`config.mk`:
```
export PLATFORM = sky130hd
export DESIGN_NAME = tnaf_digit_fifo
export DESIGN_NICKNAME = d
export VERILOG_FILES = /design/src/rtl/tnaf_digit_fifo.sv
export SDC_FILE = /design/constraint.sdc
export NUM_CORES = 1
export LEC_CHECK = 0
export ABC_AREA = 1
export BUFFER_PORTS_ARGS = -buffer_cell sky130_fd_sc_hd__buf_4
export CORE_MARGIN = 2
export CORE_UTILIZATION = 40
export CTS_CLUSTER_SIZE = 12
export DETAILED_ROUTE_END_ITERATION = 6
export GPL_TIMING_DRIVEN = 0
export RECOVER_POWER = 25
export SLEW_MARGIN = 20
export SYNTH_ARGS = -nofsm -noshare
export SYNTH_HDL_FRONTEND = slang
export SYNTH_SLANG_ARGS = --single-unit
```
`constraint.sdc`:
```
create_clock -name clk -period 3.75 [get_ports clk]
set_clock_uncertainty 0.05 [all_clocks]
set_input_delay 0.375 -clock clk [delete_from_list [all_inputs] [get_ports clk]]
set_output_delay 0.375 -clock clk [all_outputs]
set_load 0.02 [all_outputs]
```
`src/rtl/tnaf_digit_fifo.sv`:
```
// tnaf_digit_fifo
// Queues the signed tau-adic NAF digit stream between the scalar
// masking/conversion stage and the point-multiplication controller.
// Each strobed digit is packed as {nz, sign&nz, last} into a DEPTH-entry
// FIFO and delivered over a show-ahead valid/ready handshake.
//
// State table:
//   IDLE  | no frame in progress; next accepted digit starts a frame
//   FILL  | frame in progress, terminal digit not yet received
//   DRAIN | terminal digit queued; input refused until it is popped
//
// Ports:
//   clk, rst (async, active-low), clear (sync flush)
//   in_valid/in_nz/in_sign/in_last : digit strobe from the masking stage
//   in_stall                       : hold request to the upstream converter
//   out_valid/out_ready/out_digit/out_last : consumer handshake
//   digit_count                    : digits accepted in the current frame
//   overflow, proto_err            : sticky error flags
module tnaf_digit_fifo #(
  parameter int DEPTH = 16,
  parameter int AW    = 4,
  parameter int CNT_W = 9
) (
  input  logic             clk,
  input  logic             rst,
  input  logic             clear,
  input  logic             in_valid,
  input  logic             in_nz,
  input  logic             in_sign,
  input  logic             in_last,
  output logic             in_stall,
  output logic             out_valid,
  input  logic             out_ready,
  output logic [1:0]       out_digit,
  output logic             out_last,
  output logic [CNT_W-1:0] digit_count,
  output logic             overflow,
  output logic             proto_err
);

  typedef enum logic [1:0] {IDLE, FILL, DRAIN} state_t;

  // Upstream enable pipeline is two cycles deep, so stall two entries early.
  localparam logic [AW:0] STALL_TH = (AW+1)'(DEPTH - 2);

  state_t      state, state_next;
  logic [2:0]  mem [DEPTH];
  logic [AW:0] wr_ptr, rd_ptr;
  logic [AW:0] occ, occ_next;
  logic [2:0]  head;
  logic        full, empty;
  logic        pop, push_req, push, drop;

  assign head      = mem[rd_ptr[AW-1:0]];
  assign full      = (wr_ptr[AW] != rd_ptr[AW]) && (wr_ptr[AW-1:0] == rd_ptr[AW-1:0]);
  assign empty     = (wr_ptr == rd_ptr);
  assign out_valid = !empty;
  assign out_digit = head[2:1];
  assign out_last  = head[0];

  assign pop      = out_valid && out_ready;
  assign push_req = in_valid && (state != DRAIN);
  // A full FIFO still accepts when the head leaves on the same edge.
  assign push     = push_req && (!full || pop);
  assign drop     = push_req && full && !pop;

  assign occ      = wr_ptr - rd_ptr;
  assign occ_next = occ + {{AW{1'b0}}, push} - {{AW{1'b0}}, pop};

  always_comb begin
    state_next = state;
    case (state)
      IDLE:    if (push) state_next = in_last ? DRAIN : FILL;
      FILL:    if (push && in_last) state_next = DRAIN;
      DRAIN:   if (pop && head[0]) state_next = IDLE;
      default: state_next = IDLE;
    endcase
  end

  always_ff @(posedge clk or negedge rst) begin
    if (!rst) begin
      for (int i = 0; i < DEPTH; i++) mem[i] <= 3'b000;
      wr_ptr      <= '0;
      rd_ptr      <= '0;
      state       <= IDLE;
      digit_count <= '0;
      overflow    <= 1'b0;
      proto_err   <= 1'b0;
      in_stall    <= 1'b0;
    end else if (clear) begin
      wr_ptr      <= '0;
      rd_ptr      <= '0;
      state       <= IDLE;
      digit_count <= '0;
      overflow    <= 1'b0;
      proto_err   <= 1'b0;
      in_stall    <= 1'b0;
    end else begin
      if (push) begin
        mem[wr_ptr[AW-1:0]] <= {in_nz, in_sign & in_nz, in_last};
        wr_ptr              <= wr_ptr + 1'b1;
        // First digit of a frame restarts the count.
        if (state == IDLE)
          digit_count <= CNT_W'(1);
        else if (!(&digit_count))
          digit_count <= digit_count + 1'b1;
      end
      if (pop) rd_ptr <= rd_ptr + 1'b1;
      if (drop) overflow <= 1'b1;
      if (in_valid && state == DRAIN) proto_err <= 1'b1;
      state    <= state_next;
      // Registered from next-cycle occupancy/state so it is valid the
      // cycle right after the threshold is crossed.
      in_stall <= (occ_next >= STALL_TH) || (state_next == DRAIN);
    end
  end

endmodule
```
==> results.sh <==
export IMPL_syn_instance_count=494
export IMPL_ys_warn_count=0
export IMPL_drive_gt1_share_pct=13.3
export IMPL_period_share_pct=92.0
export IMPL_grt_usage_pct=18.9
export IMPL_ctsHoldBuffers=0
export IMPL_wire_per_inst_um=14.3
export IMPL_p_clk_share_pct=30.0
export IMPL_vias_per_cell=5.00
export IMPL_slew_violations=73
export IMPL_yosys_area_top_type="dfrtp_1"
export IMPL_ys_top_cells_by_area="dfrtp_1, nand2_1, o21ai_0, nor2_1, ha_1"
export IMPL_leakage_nw=2.19
export IMPL_place_ws_ns=0.308
export IMPL_dieArea_sq_um=10800
export IMPL_fmax_mhz=290
export IMPL_die_x_um=104
export IMPL_h_tree_depth=3
export IMPL_grt_pass1_wl_um=16200
export IMPL_drc=0
export IMPL_dp_hpwl_um=6740
export IMPL_power_density_nw_per_um2=428
export IMPL_start_kind="flip-flop"
export IMPL_io_pins=24
export IMPL_use_met2_pct=30.1
export IMPL_gr_usage_met3_pct=4.09
export IMPL_r2r_start="wr_ptr[2]"
export IMPL_cts_resized_gates=0
export IMPL_drt_initial_drc_count=181
export IMPL_syn_cell_area_sq_um=3990
export IMPL_antennaDiodeCount=0
export IMPL_hold_worst_slack_ns=0.219
export IMPL_required_ns=3.95
export IMPL_portBuffers=22
export IMPL_antenna_found_initial=0
export IMPL_irDropWorstVdd_mv=0.190
export IMPL_coreArea_sq_um=9730
export IMPL_arrival_ns=3.65
export IMPL_top_usage_layer="met2"
export IMPL_synth_seq_cells=72
export IMPL_hold_viol=0
export IMPL_rows=36
export IMPL_drt_first_pass_iters=5
export IMPL_gp_congestion=0.844
export IMPL_final_setup_worst_slack_ns=0.299
export IMPL_clock_sinks=72
export IMPL_cts_root_buffer="clkbuf_8"
export IMPL_ys_seq_area_share_pct=45.2
export IMPL_crit_start="wr_ptr[2]"
export IMPL_grt_max_degree=73
export IMPL_hold_start="in_valid"
export IMPL_worstMarginPinSlew_ns=1.83
export IMPL_synth_edff_count=0
export IMPL_clk_pin_slew_worst_paths_ns=0.08
export IMPL_comb_power_share_pct=24.9
export IMPL_via_count=3323
export IMPL_grt_pass1_vias=3240
export IMPL_cts_tree="yes"
export IMPL_layout_commonest_cell="nand2_1"
export IMPL_grt_overflow=0
export IMPL_syn_to_final_growth_pct=12.9
export IMPL_rsz0062_at_grt="false"
export IMPL_seq_power_share_pct=45.1
export IMPL_maxCapViolCount=1
export IMPL_max_slew_margin_pct=-22.2
export IMPL_synth_area_per_cell_sq_um=8.07
export IMPL_die_h_um=104
export IMPL_grtUsageMet1_pct=26.1
export IMPL_yosysTopAreaCellShare_pct=45.2
export IMPL_synthArstFlopShare_pct=100
export IMPL_ant_nets=0
export IMPL_violations="max-capacitance violations, max-slew violations"
export IMPL_layout_common_cells="nand2_1, dfrtp_1, o21ai_0"
export IMPL_endpoint_kind="flip-flop"
export IMPL_initial_core_util_pct=41.0
export IMPL_p_int_mw=1.28
export IMPL_synth_cell_types=36
export IMPL_synthFlopType="dfrtp_1"
export IMPL_fin_tns_setup_ns=0
export IMPL_cts_made_buffers=9
export IMPL_nets=552
export IMPL_power_switching_uw=643
export IMPL_synth_nets=519
export IMPL_worst_path_max_fanout=6
export IMPL_critPathKind="flip-flop to flip-flop"
export IMPL_hold_path_class="input port to flip-flop"
export IMPL_swShare_pct=33.4
export IMPL_min_period_ns=3.45
export IMPL_status="finished, violations left"
export IMPL_finalPower_mw=1.93
export IMPL_worstSkewPairLatency_ns=0.35
export IMPL_setup_violations=0
export IMPL_cts_setup_buffers=0
export IMPL_wl_um=9490
export IMPL_cts_buffer_depth=2
-- area by class of cell --
class | count | area, sq um
buffer | 15 | 95.1
clock inverter | 4 | 28.8
fill | 1026 | 5230
multi-input combinational | 361 | 1910
timing repair buffer | 22 | 163
tap | 133 | 166
sequential | 72 | 1800
clock buffer | 12 | 155
inverter | 46 | 178
-- through the flow --
stage / instances / utilization, % / area [sq um]
3_5_place_dp: 649 / 44.4 / 4320
6_report: 665 / 46.3 / 4500
5_1_grt: 665 / 46.3 / 4500
3_3_place_gp: 649 / 44.4 / 4320
2_1_floorplan: 494 / - / 3990
4_1_cts: 665 / 46.3 / 4500
-- metal layers --
| layer | vias to the layer above | share of wire [%] |
|---|---|---|
| li1 | 1670 | - |
| met3 | 12 | 3.5 |
| met4 | 0 | 1.5 |
| met5 | - | 0 |
| met1 | 1594 | 49 |
| met2 | 47 | 46 |
-- synth_stat cells, types with 2 or more instances --
library cell  number
nand4_1            7
o21ai_1           22
a21oi_1            2
nor2_1            50
nand2_1          135
xnor2_1            3
ha_1              14
fa_1               3
nor3_1             3
nor2_4             2
o221ai_1           2
buf_6              2
dfrtp_1           72
or2_2              4
nand2_4           10
inv_2              2
o211ai_1           2
nand3_1           23
o21ai_0           61
buf_2              6
clkbuf_1           6
nand2_2            2
xor2_1             2
o22ai_1            6
inv_1             42
-- critical path, stage by stage, from the launching register on --
cell	delay [ns]
dfrtp_1	0.39
inv_1	0.17
ha_1	0.33
nand2_1	0.10
inv_1	0.07
nand4_1	0.12
nand2_1	0.18
fa_1	0.43
fa_1	0.44
ha_1	0.24
fa_1	0.46
nand3_1	0.10
nor2_1	0.04
o21ai_0	0.15
nand2_1	0.07
-- path summary, 6_finish.rpt --
| check | end | cells past startpoint | slack [ns] |
|---|---|---|---|
| worst max-delay path | in_stall | 14 | 0.30 |
| worst min-delay path | proto_err | 3 | 0.22 |
| worst max register to register | in_stall | 14 | 0.30 |
| worst min register to register | mem[8] | 2 | 0.44 |
| max in group asynchronous | digit_count[6] | 1 | 2.11 |
| min in group asynchronous | mem[46] | 1 | 0.47 |
-- power by group through the flow --
stage	Sequential [mW]	Clock, mW	Combinational [mW]
final	0.869	0.579	0.479
after global routing	0.877	0.632	0.544
after CTS	0.869	0.593	0.485
after detailed placement	0.884	0	0.483
after global placement	0.882	0	0.473
after floorplan	0.882	0	0.326
-- cell families after synthesis --
family | count (synthesis) | synth area share, %
and+or+nand+nor | 238 | 27.1
AOI/OAI and AO/OA | 100 | 13.4
DFF | 72 | 45.2
adders and majority gates | 17 | 5.90
buffers and inverters | 61 | 6.84
xor gates and xnor gates | 6 | 1.51
-- sequential cells by signal (all words and copies together), names as in the netlist --
| signal | count |
|---|---|
| mem | 48 |
| state | 2 |
| proto_err | 1 |
| overflow | 1 |
| wr_ptr | 5 |
| digit_count | 9 |
| in_stall | 1 |
| rd_ptr | 5 |
No activity file was read; power rests on OpenSTA's default activity.
